$ cat src/rtl/instr_fetch.sv
// Instruction fetch unit: owns the PC, runs req/ack reads to instruction memory, hands words to the IR.
// Latency: min 2 cycles per instruction (launch cycle + ack cycle); all outputs registered.
// Backpressure: i_stall blocks new launches only; an in-flight fetch always runs to ack, flush or timeout.
//
// Ports:
//   i_clk, i_rst (async, active-low)            clock and reset
//   i_stall                                     suppress launching a new fetch
//   i_branch_taken / i_branch_target            one-cycle redirect request and its target
//   o_mem_req / o_mem_addr                      read request; address held stable while requesting
//   i_mem_ack / i_mem_rdata                     read completion and returned word
//   o_ir_data / o_ir_en                         fetched word and one-cycle load enable for the IR
//   o_pc                                        current program counter
//   o_fault                                     sticky memory-timeout flag
module instr_fetch #(
    parameter logic [15:0] RESET_VECTOR = 16'h0000,
    parameter logic [15:0] PC_STEP      = 16'h0001,
    parameter logic [7:0]  MAX_WAIT     = 8'd255
) (
    input  logic        i_clk,
    input  logic        i_rst,
    input  logic        i_stall,
    input  logic        i_branch_taken,
    input  logic [15:0] i_branch_target,
    output logic        o_mem_req,
    output logic [15:0] o_mem_addr,
    input  logic        i_mem_ack,
    input  logic [15:0] i_mem_rdata,
    output logic [15:0] o_ir_data,
    output logic        o_ir_en,
    output logic [15:0] o_pc,
    output logic        o_fault
);

    typedef enum logic [1:0] {
        S_IDLE  = 2'd0,
        S_FETCH = 2'd1,
        S_FAULT = 2'd2
    } state_t;

    // Last FETCH cycle index that may still be waited out; the request is
    // therefore held for exactly MAX_WAIT cycles before giving up.
    localparam logic [7:0] WAIT_LAST = MAX_WAIT - 8'd1;

    state_t      r_state;
    logic [15:0] r_pc;
    logic [15:0] r_mem_addr;
    logic        r_mem_req;
    logic [15:0] r_ir_data;
    logic        r_ir_en;
    logic        r_fault;
    logic [7:0]  r_wait_cnt;
    logic        r_flush_pending;
    logic [15:0] r_flush_target;

    always_ff @(posedge i_clk or negedge i_rst) begin
        if (!i_rst) begin
            r_state         <= S_IDLE;
            r_pc            <= RESET_VECTOR;
            r_mem_addr      <= RESET_VECTOR;
            r_mem_req       <= 1'b0;
            r_ir_data       <= 16'h0000;
            r_ir_en         <= 1'b0;
            r_fault         <= 1'b0;
            r_wait_cnt      <= 8'd0;
            r_flush_pending <= 1'b0;
            r_flush_target  <= 16'h0000;
        end else begin
            // Load enable is a single-cycle pulse; only a clean delivery raises it.
            r_ir_en <= 1'b0;
            case (r_state)
                S_IDLE: begin
                    if (i_branch_taken) begin
                        r_pc <= i_branch_target;
                    end else if (!i_stall) begin
                        r_mem_req  <= 1'b1;
                        r_mem_addr <= r_pc;
                        r_wait_cnt <= 8'd0;
                        r_state    <= S_FETCH;
                    end
                end
                S_FETCH: begin
                    if (i_mem_ack) begin
                        // A same-cycle redirect beats a recorded one; either way the
                        // returned word belongs to the wrong path and is dropped.
                        if (i_branch_taken) begin
                            r_pc <= i_branch_target;
                        end else if (r_flush_pending) begin
                            r_pc <= r_flush_target;
                        end else begin
                            r_ir_data <= i_mem_rdata;
                            r_ir_en   <= 1'b1;
                            r_pc      <= r_pc + PC_STEP;
                        end
                        r_flush_pending <= 1'b0;
                        r_mem_req       <= 1'b0;
                        r_state         <= S_IDLE;
                    end else if (r_wait_cnt == WAIT_LAST) begin
                        r_mem_req <= 1'b0;
                        r_fault   <= 1'b1;
                        r_state   <= S_FAULT;
                    end else begin
                        r_wait_cnt <= r_wait_cnt + 8'd1;
                        // Request stays up; the redirect is applied when the ack arrives.
                        if (i_branch_taken) begin
                            r_flush_target  <= i_branch_target;
                            r_flush_pending <= 1'b1;
                        end
                    end
                end
                S_FAULT: begin
                    // Terminal: only reset leaves this state.
                end
                default: begin
                    r_state <= S_IDLE;
                end
            endcase
        end
    end

    assign o_mem_req  = r_mem_req;
    assign o_mem_addr = r_mem_addr;
    assign o_ir_data  = r_ir_data;
    assign o_ir_en    = r_ir_en;
    assign o_pc       = r_pc;
    assign o_fault    = r_fault;

endmodule

$ cat config.mk
export PLATFORM = sky130hd
export DESIGN_NAME = instr_fetch
export DESIGN_NICKNAME = d
export VERILOG_FILES = /design/src/rtl/instr_fetch.sv
export SDC_FILE = /design/constraint.sdc
export NUM_CORES = 1
export LEC_CHECK = 0
export CAP_MARGIN = 10
export CORE_ASPECT_RATIO = 2
export CORE_MARGIN = 2
export CORE_UTILIZATION = 50
export CTS_BUF_LIST = sky130_fd_sc_hd__clkbuf_8
export DETAILED_ROUTE_END_ITERATION = 10
export PLACE_DENSITY = 0.91
export SLEW_MARGIN = 20
export SYNTH_ARGS = -nofsm -noshare
export SYNTH_HDL_FRONTEND = slang
export SYNTH_SLANG_ARGS = --single-unit
$ cat constraint.sdc
create_clock -name i_clk -period 2.25 [get_ports i_clk]
set_input_delay 0.675 -clock i_clk [delete_from_list [all_inputs] [get_ports i_clk]]
set_output_delay 0.675 -clock i_clk [all_outputs]
set_load 0.05 [all_outputs]
# Word level (Yosys, flattened, before mapping)
# Index checks and enable logic that the tools add are counted.
op_classes:
  n_addsub: 2
  eq_ne: 11
  n_mux: 27
  bitwise_logic: 6
  reduce_logical: 12
ops:
  columns: ["operator", "count"]
  rows:
  - ["two-way mux 16 bit", 4]
  - ["two-way mux 8 bit", 4]
  - ["one-hot mux 16 bit (2 select lines)", 1]
  - ["adder 16 x 1 -> 16 bit, second input constant", 1]
  - ["one-hot mux 8 bit (2 select lines)", 1]
  - ["AND reduction 4 bit", 4]
  - ["inequality test 2 bit, second input constant", 7]
  - ["AND reduction 3 bit", 4]
  - ["two-way mux 1 bit", 11]
  - ["adder 8 x 1 -> 8 bit, second input constant", 1]
  - ["equality test 8 bit, second input constant", 1]
  - ["two-way mux 2 bit", 4]
  - ["NOT 1 bit", 6]
  - ["one-hot mux 2 bit (3 select lines)", 1]
  - ["AND reduction 5 bit", 1]
  - ["nonzero test 2 bit", 2]
  - ["inequality test 3 bit, second input constant", 1]
  - ["equality test 2 x 1 -> 1 bit, second input constant", 1]
  - ["equality test 2 bit, second input constant", 1]
  - ["zero test 2 bit", 1]
  - ["one-hot mux 1 bit (2 select lines)", 1]
totals:
  ff_bits: 78
  input_bits: 37
  output_inout_bits: 51

# Logic depth before layout (Yosys ltp)
# Gate-level depths: netlist of the first run.
depth:
  depth_word: 5
  mapped_depth: 7

# Worst setup path after synthesis of the first run
# No wires, ideal clock.
synth_timing:
  path_kind: "flip-flop to flip-flop"
  from: "register r_pc[0] (netlist: o_pc[0])"
  to: "register r_pc[12] (netlist: o_pc[12])"
  t_arrival_ns: 2.030
  slack_ns: 0.142
  path_stages_with_launch: 6
  n_path_buf: 0
  synth_period_minus_slack_ns: 2.108
  cell_sequence: "dfrtp_1 > ha_1 > nand4_1 > or4_1 > a31o_2 > a21oi_1"
synth_via:
  elab_chain_len: 5
synth_lines:
  columns: ["item", "line", "text"]
  rows:
  - ["from (decl)", "45", "logic [15:0] r_pc;"]
  - ["from (signal assigned)", "73", "r_pc <= i_branch_target;"]
  - ["from (signal assigned)", "86", "r_pc <= i_branch_target;"]
  - ["from (signal assigned)", "88", "r_pc <= r_flush_target;"]
  - ["adder 16 x 1 -> 16 bit", "92", "r_pc <= r_pc + PC_STEP;"]
  - ["two-way mux 16 bit", "87", "end else if (r_flush_pending) begin"]
  - ["two-way mux 16 bit", "85", "if (i_branch_taken) begin"]
  - ["two-way mux 16 bit", "82", "if (i_mem_ack) begin"]
  - ["one-hot mux 16 bit (2 select lines)", "70", "case (r_state)"]
# Every way passes these cells. The select of a mux whose other input is x is not followed.
# A chain may end at the register's enable or synchronous reset.

# Worst setup path in the final report of the first run
layout_timing:
  from: "register r_mem_addr[6] (netlist: o_mem_addr[6])"
  to: "output o_mem_addr[6]"
layout_rtl:
  columns: ["item", "line", "text"]
  rows:
  - ["from (decl)", "46", "logic [15:0] r_mem_addr;"]
  - ["from (signal assigned)", "76", "r_mem_addr <= r_pc;"]
  - ["to (decl)", "25", "output logic [15:0] o_mem_addr,"]
# No word-level cell between the ends.

==> results of run 1 <==
[layer usage]
layer | up-vias | part of all wire, % | wire (um) | GRT usage, %
li1 | 1428 | - | - | -
met1 | 1616 | 37 | 3550 | 28.3
met2 | 112 | 56 | 5470 | 44.7
met3 | 21 | 4.0 | 388 | 4.88
met4 | 0 | 3.2 | 308 | 11.3
met5 | - | 0 | 0 | 0
[final cells by class]
class,instances,area [um2]
Inverter,10,37.5
Sequential cell,78,1950
Fill cell,531,2200
Clock buffer,11,151
Tap cell,92,115
Multi-Input combinational cell,225,1680
Timing Repair Buffer,118,1100
Clock inverter,3,37.5
[how the worst max path moves through the flow]
stage / end / slack, ns / depth (start not counted)
6_report: o_mem_addr[6] / 0.03 / 1
5_1_grt: o_mem_addr[6] / 0.002 / 1
4_1_cts: o_ir_data[3] / 0.02 / 1
3_5_place_dp: o_mem_addr[12] / -0.24 / 4
3_3_place_gp: o_mem_addr[1] / -0.24 / 4
2_1_floorplan: o_pc[12] / 0.14 / 5
[report_power, final]
group	switching [W]	leakage (nW)	total, W	internal [W]
sequential	0.000384	0.956	0.00227	0.00189
clock	0.000479	0.104	0.00103	0.000553
combinational	0.00192	1.11	0.00310	0.00118
total	0.00279	2.17	0.00640	0.00362
[flip-flops by register name (all words and copies together), names as in the netlist]
register and flops:
r_state 2, o_fault 1, o_mem_addr 16, r_flush_target 16, r_wait_cnt 8, o_mem_req 1, r_flush_pending 1, o_ir_en 1
o_ir_data 16, o_pc 16
[logic make-up (layout without fill, tap and decap cells)]
family | count (synthesis) | after routing | synth area share [%]
xor+xnor | 8 | 8 | 1.87
compound gates | 67 | 67 | 11.8
simple gates | 88 | 88 | 12.5
buf+inv | 27 | 142 | 3.24
flops | 78 | 78 | 52.1
fa+ha+maj | 3 | 3 | 1.00
mux | 59 | 59 | 17.5
[cells in the mapped netlist, types with 3 or more instances]
cell type and n:
dfrtp_1 78, mux2_2 51, nand2_1 22, a21oi_1 17, o21ai_0 15, nand3_1 14
nor2_1 12, inv_1 10, buf_2 9, mux2i_1 8, nand2b_1 8, xnor2_1 8
clkbuf_1 5, nor3_1 5, nand4_1 4, o211ai_1 4, or3_1 4, a31oi_1 3
and3_1 3, ha_1 3, nor4_1 3, o21a_1 3, o22ai_1 3, o31ai_1 3
[metrics by stage]
stage	setup TNS [ns]	power [W]	utilization (%)	hold WS, ns
2_1_floorplan	0	0.00425	-	0.379
3_3_place_gp	-5.55	0.00529	67.1	0.465
3_5_place_dp	-7.16	0.00540	67.1	0.461
4_1_cts	0	0.00643	69.7	0.313
5_1_grt	0	0.00667	69.7	0.337
6_report	0	0.00640	69.7	0.295
[placed cells by master, fill, tap and decap left out, types with 12 or more instances in the layout]
cell / netlist / final
nand2_1: 22 / 22
nand3_1: 14 / 14
inv_1: 10 / 12
o21ai_0: 15 / 15
dfrtp_1: 78 / 78
a21oi_1: 17 / 17
nor2_1: 12 / 12
buf_4: 0 / 46
clkdlybuf4s50_1: 0 / 69
mux2_2: 51 / 51
[worst reg2reg max path, cell delays in order (launching register included)]
cell	delay [ns]
dfrtp_1	0.50
nand3_1	0.27
or3_1	0.54
or3_1	0.38
a31oi_1	0.17
==> results.py, run 1 <==
metrics = {
    "status": {
        "status": "complete, no violations",
    },
    "die": {
        "die_h_um": 126,
        "start_util_pct": 51.5,
        "die_area_mm2": 0.00824,
        "core_area_mm2": 0.00727,
        "die_x_um": 65.2,
        "ios": 88,
        "rows": 44,
    },
    "critical_path": {
        "cp_max_fo": 2,
        "r2r-start": "o_pc[2]",
        "critPathKind": "reg -> out",
        "r2r_slack_ns": 0.31,
        "start_kind": "register",
        "required_ns": 1.57,
        "max_stage_delay_ns": 0.84,
        "crit_start": "o_mem_addr[6]",
        "cp.arrival_ns": 1.54,
        "rr_worst_depth": 4,
        "critical-path-top-delay-family": "buffers and inverters",
        "timing.rr.end": "o_pc[13]",
        "cp-end-kind": "output port",
        "critical_path_buf_inv_count": 1,
        "crit_chain": "clkdlybuf4s50_1",
        "critPathSlowestCell": "clkdlybuf4s50_1",
    },
    "synthesis": {
        "synth_flop_cell": "dfrtp_1",
        "yosysTopAreaCellShare_pct": 52.1,
        "synth_edf_count": 0,
        "async_reset_ff_share_pct": 100,
        "synth.area.top_cells": "dfrtp_1 (52%), mux2_2 (15%), a21oi_1 (2.3%), nand2_1 (2.2%), mux2i_1 (2.1%)",
        "postSynthCellCount": 330,
        "synth-seq-area-share_pct": 52.1,
        "ys_types": 53,
        "syn_area_mm2": 0.00374,
        "yosysWarnings": 0,
        "synth-seq-cells": 78,
        "syn_nets": 370,
        "yosysTopAreaCell": "dfrtp_1",
        "syn_avg_cell_area_um2": 11.3,
    },
    "clock_tree": {
        "cts_tree": "done",
        "holdBufCountCts": 0,
        "ctsRootBufferMaster": "clkbuf_8",
        "post-cts-setup-buffers": 0,
        "clkSinkCount": 78,
        "ctsResizeCount": 0,
        "clock_latency_ns": 0.36,
        "cts_buffers": 9,
        "htree_levels": 3,
        "clk_pin_slew_ns": 0.08,
        "clockBufferDepth": 2,
    },
    "power_and_ir_drop": {
        "p_per_area_mw_per_mm2": 1260,
        "ir_worst_vdd_v": 0.00101,
        "power.leakage_nw": 2.17,
    },
    "finish": {
        "drive_gt1_share_pct": 26.7,
        "final_cells": 537,
        "n_antenna_cell": 0,
        "syn_to_final_growth_pct": 35.3,
        "design_area_mm2": 0.00507,
        "final_nets": 482,
    },
    "detailed_routing": {
        "ant_nets": 0,
        "wl_per_cell_um": 18.1,
        "dr.pass1.iters": 4,
        "vias": 3177,
        "viasPerCell": 5.92,
        "routed_wl_um": 9720,
        "drt_iter0_drc": 267,
        "drc": 0,
    },
    "global_routing": {
        "grt_pass1_wl_um": 15900,
        "gr-total-overflow": 0,
        "antenna_found_initial": 0,
        "grt_pass1_vias": 3265,
        "grt_max_degree": 41,
        "grt_use_total_pct": 25.1,
    },
    "placed_design": {
        "dpl-instance-area_mm2": 0.00488,
        "dp_hpwl_um": 7300,
        "dp_slack_ns": -0.243,
        "post-place-cells": 523,
        "numPortBuffers": 87,
        "gp_congestion": 0.868,
    },
    "sta": {
        "fin_ws_ns": 0.0316,
        "skew_ns": 0.0101,
        "finalSetupViolations": 0,
        "post-route-period-util_pct": 98.6,
        "rsz0062_at_grt": "false",
        "slew_headroom_pct": 63.0,
        "drv_slew": 0,
        "finalCriticalPeriod_ns": 2.22,
        "fmax_mhz": 451,
        "hold_viol_final": 0,
        "worst_slew_pin_slew_ns": 0.554,
    },
    "hold_path": {
        "hp-class": "in -> async",
    },
    "flow_run": {
        "maxCapViolations": 0,
    },
}
Power figures use the tool's default switching activity.
==> inputs of run 2 (changes only) <==
--- a/config.mk
+++ b/config.mk
@@ -8,10 +8,12 @@
 export CAP_MARGIN = 10
 export CORE_ASPECT_RATIO = 2
 export CORE_MARGIN = 2
-export CORE_UTILIZATION = 50
+export CORE_UTILIZATION = 52
 export CTS_BUF_LIST = sky130_fd_sc_hd__clkbuf_8
+export CTS_CLUSTER_SIZE = 28
 export DETAILED_ROUTE_END_ITERATION = 10
-export PLACE_DENSITY = 0.91
+export GPL_ROUTABILITY_DRIVEN = 0
+export PLACE_DENSITY = 0.94
 export SLEW_MARGIN = 20
 export SYNTH_ARGS = -nofsm -noshare
 export SYNTH_HDL_FRONTEND = slang
==> run 2 against run 1 <==
Critical path depth unchanged. Largest power group unchanged. Sequential power about the same. Clock power up 7%. Clock skew down 0.0042 ns. Largest cell class unchanged. Final area down 0.42%. Power up 1.1%. Register-to-register slack about the same. Sequential cell count unchanged.
==> results.py, run 2 (synthesis gave the netlist of run 1 again) <==
metrics = {
    "status": {
        "status": "complete, no violations",
    },
    "sta": {
        "skew_ns": 0.00590,
        "holdWs_ns": 0.210,
        "slew_headroom_pct": 39.5,
        "hold_viol_final": 0,
        "drv_slew": 0,
        "worst_slew_pin_slew_ns": 0.908,
        "finalSetupViolations": 0,
        "fmax_mhz": 452,
        "post-route-period-util_pct": 98.4,
        "rsz0062_at_grt": "false",
        "finalCriticalPeriod_ns": 2.21,
    },
    "clock_tree": {
        "clock_latency_ns": 0.36,
        "ctsRootBufferMaster": "clkbuf_8",
        "cts_buffers": 9,
        "htree_levels": 3,
        "cts_tree": "done",
        "clkSinkCount": 78,
        "clk_pin_slew_ns": 0.08,
        "holdBufCountCts": 0,
        "clockBufferDepth": 2,
    },
    "finish": {
        "final_common_cell": "dfrtp_1",
        "multi_input_area_mm2": 0.00168,
        "n_antenna_cell": 0,
        "final_cells": 530,
        "final_cell_mix": "dfrtp_1 (78), clkdlybuf4s50_1 (66), mux2_2 (51)",
        "fillers": 461,
        "regArea_mm2": 0.00195,
        "post-route-util_pct": 72.7,
        "syn_to_final_growth_pct": 34.8,
        "final_nets": 476,
        "drive_gt1_share_pct": 25.7,
    },
    "critical_path": {
        "critPathSlowestCell": "clkdlybuf4s50_1",
        "cp.arrival_ns": 1.54,
        "critPathKind": "reg -> out",
        "required_ns": 1.57,
        "crit_chain": "clkdlybuf4s50_1",
        "critical-path-top-delay-family": "buffers and inverters",
        "critical_path_buf_inv_count": 1,
        "cp_max_fo": 2,
        "start_kind": "register",
        "cp-end-kind": "output port",
        "max_stage_delay_ns": 0.83,
    },
    "detailed_routing": {
        "wl_per_cell_um": 18.4,
        "drc": 0,
        "drt_iter0_drc": 298,
        "vias": 3096,
        "ant_nets": 0,
        "routed_wl_um": 9770,
        "dr.pass1.iters": 5,
        "viasPerCell": 5.84,
    },
    "global_routing": {
        "antenna_found_initial": 0,
        "gr-total-overflow": 0,
        "grt_pass1_wl_um": 15900,
        "grt_use_total_pct": 26.6,
        "grt_pass1_vias": 3332,
        "grt_max_degree": 33,
    },
    "die": {
        "ios": 88,
        "die_h_um": 124,
        "die_area_mm2": 0.00793,
        "rows": 43,
        "start_util_pct": 53.9,
        "die_x_um": 64.0,
        "core_area_mm2": 0.00694,
    },
    "placed_design": {
        "post-place-cells": 515,
        "numPortBuffers": 87,
        "dp_hpwl_um": 7140,
    },
    "power_and_ir_drop": {
        "ir_worst_vdd_v": 0.00105,
        "p_per_area_mw_per_mm2": 1280,
        "power.leakage_nw": 2.18,
    },
    "flow_run": {
        "maxCapViolations": 0,
    },
    "hold_path": {
        "hp-class": "in -> async",
    },
}
-- run 2: through the flow --
| step | total power, W | setup slack (ns) | TNS (ns) | cell area [um2] |
|---|---|---|---|---|
| floorplan | 0.00425 | 0.142 | 0 | 3740 |
| global placement | 0.00529 | -0.158 | -5.25 | 4830 |
| detailed placement | 0.00540 | -0.263 | -9.29 | 4830 |
| CTS | 0.00650 | 0.0165 | 0 | 5030 |
| global route | 0.00675 | 0.00267 | 0 | 5040 |
| finish | 0.00647 | 0.0353 | 0 | 5040 |
-- run 2: cell type report --
| class | count | share of cell area, % |
|---|---|---|
| Tap cell | 90 | 2.23 |
| Multi-Input combinational cell | 225 | 33.3 |
| Inverter | 10 | 0.744 |
| Timing Repair Buffer | 112 | 21.0 |
| Sequential cell | 78 | 38.7 |
| Clock inverter | 6 | 1.59 |
| Clock buffer | 9 | 2.46 |
-- run 2: report_power, final --
part,leakage [nW],switching [W],internal (W),total (W)
sequential,0.956,0.000398,0.00188,0.00228
combinational,1.12,0.00192,0.00117,0.00309
clock,0.108,0.000496,0.000608,0.00110
-- run 2: repair_timing --
action,CTS,global route
pin swaps,0,0
gates resized for setup,1,5
endpoints found under the setup margin,1,5
cloned,0,0
setup buffers,0,0
-- run 2: worst reg2reg max path: stages (launching register included) --
cell	delay [ns]
dfrtp_1	0.43
inv_1	0.07
ha_1	0.13
and3_1	0.25
nand3_1	0.16
nand3_1	0.11
buf_4	0.28
mux2_2	0.38
-- run 2: routing by layer --
metal / wire [um] / GRT usage, % / share of wire (%) / up-vias
met2: 5570 / 48.2 / 57 / 121
met4: 386 / 16.2 / 4.0 / 0
li1: - / - / - / 1413
met1: 3430 / 28.1 / 35 / 1528
met3: 382 / 4.70 / 3.9 / 34
met5: 0 / 0 / 0 / -
-- run 2: final timing paths --
kind                                from            endpoint  cells past startpoint  slack, ns
setup / recovery           o_mem_addr[6]       o_mem_addr[6]                      1       0.04
hold / removal                     i_rst        o_ir_data[3]                      1       0.21
setup reg to reg           r_wait_cnt[0]  r_flush_target[15]                      7       0.32
hold reg to reg                  o_fault             o_fault                      1       0.49
max in group asynchronous          i_rst            o_pc[12]                      2       1.42
min in group i_clk               o_fault             o_fault                      1       0.49
==> inputs of run 3 (changes only) <==
--- a/config.mk
+++ b/config.mk
@@ -13,6 +13,7 @@
 export CTS_CLUSTER_SIZE = 28
 export DETAILED_ROUTE_END_ITERATION = 10
 export GPL_ROUTABILITY_DRIVEN = 0
+export MAX_ROUTING_LAYER = met4
 export PLACE_DENSITY = 0.94
 export SLEW_MARGIN = 20
 export SYNTH_ARGS = -nofsm -noshare
==> run 3 against run 2 <==
Combinational power about the same. Die area unchanged. Final area unchanged. Global-route usage increased by 0.74 points. Register-to-register slack hardly changed. Critical path type unchanged. Critical endpoint unchanged. Highest routed layer unchanged.
==> results.py, run 3 (synthesis gave the netlist of run 1 again) <==
metrics = {
    "status": {
        "status": "complete, no violations",
    },
    "die": {
        "die_area_mm2": 0.00793,
        "rows": 43,
        "ios": 88,
        "start_util_pct": 53.9,
        "die_h_um": 124,
        "core_area_mm2": 0.00694,
        "die_x_um": 64.0,
    },
    "power_and_ir_drop": {
        "p_per_area_mw_per_mm2": 1280,
        "power.leakage_nw": 2.18,
        "ir_worst_vdd_v": 0.00105,
    },
    "clock_tree": {
        "post-cts-setup-buffers": 0,
        "clock_latency_ns": 0.36,
        "ctsRootBufferMaster": "clkbuf_8",
        "clockBufferDepth": 2,
        "cts_tree": "done",
        "clkSinkCount": 78,
        "htree_levels": 3,
        "holdBufCountCts": 0,
        "ctsResizeCount": 1,
        "clk_pin_slew_ns": 0.08,
        "cts_buffers": 9,
    },
    "finish": {
        "regArea_mm2": 0.00195,
        "n_antenna_cell": 0,
        "final_cell_mix": "dfrtp_1 (78), clkdlybuf4s50_1 (66), mux2_2 (51)",
        "syn_to_final_growth_pct": 34.8,
        "final_nets": 476,
        "final_cells": 530,
        "drive_gt1_share_pct": 25.7,
        "fillers": 461,
        "multi_input_area_mm2": 0.00168,
        "final_common_cell": "dfrtp_1",
        "post-route-util_pct": 72.7,
    },
    "critical_path": {
        "cp-endpoint": "o_mem_addr[6]",
        "cp_max_fo": 2,
        "critical_path_buf_inv_count": 1,
        "start_kind": "register",
        "r2r-start": "r_wait_cnt[0]",
        "rr_worst_depth": 7,
        "critPathKind": "reg -> out",
        "critical-path-top-delay-family": "buffers and inverters",
        "cp.depth": 1,
        "crit_chain": "clkdlybuf4s50_1",
        "timing.rr.end": "r_flush_target[8]",
        "crit_start": "o_mem_addr[6]",
        "r2r_slack_ns": 0.32,
        "critPathSlowestCell": "clkdlybuf4s50_1",
        "max_stage_delay_ns": 0.83,
        "required_ns": 1.57,
        "cp.arrival_ns": 1.54,
        "cp-end-kind": "output port",
    },
    "sta": {
        "skew_ns": 0.00594,
        "fin_ws_ns": 0.0311,
        "slew_headroom_pct": 40.1,
        "post-route-period-util_pct": 98.6,
        "worst_slew_pin_slew_ns": 0.899,
        "finalCriticalPeriod_ns": 2.22,
        "drv_slew": 0,
        "finalSetupViolations": 0,
        "holdWs_ns": 0.206,
        "fmax_mhz": 451,
        "hold_viol_final": 0,
        "rsz0062_at_grt": "false",
    },
    "placed_design": {
        "dp_slack_ns": -0.263,
        "numPortBuffers": 87,
        "post-place-cells": 515,
        "dp_hpwl_um": 7140,
    },
    "flow_run": {
        "maxCapViolations": 0,
    },
    "hold_path": {
        "hp-class": "in -> async",
    },
    "detailed_routing": {
        "vias": 3134,
        "drt_iter0_drc": 263,
        "routed_wl_um": 9830,
        "wl_per_cell_um": 18.5,
        "dr.pass1.iters": 5,
        "viasPerCell": 5.91,
        "drc": 0,
        "ant_nets": 0,
    },
    "global_routing": {
        "grt_pass1_wl_um": 15900,
        "antenna_found_initial": 0,
        "gr-total-overflow": 0,
        "grt_max_degree": 33,
        "grt_pass1_vias": 3339,
        "grt_use_total_pct": 27.3,
    },
}
==> run 3: stage by stage <==
stage,cell area (um2),setup TNS (ns),total power [W]
4_1_cts,5030,0,0.00650
6_report,5040,0,0.00648
3_3_place_gp,4830,-5.25,0.00529
5_1_grt,5040,0,0.00675
3_5_place_dp,4830,-9.29,0.00540
2_1_floorplan,3740,0,0.00425
==> run 3: power by group <==
| part | switching (W) | internal (W) |
|---|---|---|
| registers | 0.000400 | 0.00188 |
| logic | 0.00192 | 0.00117 |
| clock network | 0.000499 | 0.000608 |
==> run 3: layout make-up <==
type	instances	area share (%)
multi-input cells	225	33.3
well taps	90	2.23
inverters	10	0.744
repair buffers	112	21.0
clock buffers	9	2.46
clock inverters	6	1.59
flip-flops and latches	78	38.7
==> run 3: worst min path at each step <==
stage | start | to | cells past startpoint
after floorplan | i_rst | o_fault | 0
after CTS | i_rst | r_flush_target[7] | 1
after global placement | o_fault | o_fault | 1
after global routing | i_rst | o_ir_en | 1
after detailed placement | r_flush_target[13] | r_flush_target[13] | 1
final | i_rst | o_ir_data[3] | 1
==> run 3: routing by layer <==
| metal | up-vias | GRT usage [%] | wire length, um | share of wire [%] |
|---|---|---|---|---|
| met5 | - | - | 0 | 0 |
| met4 | 0 | 16.2 | 418 | 4.3 |
| met3 | 40 | 4.61 | 415 | 4.2 |
| met2 | 136 | 48.2 | 5550 | 56 |
| met1 | 1542 | 28.1 | 3440 | 35 |
| li1 | 1416 | - | - | - |
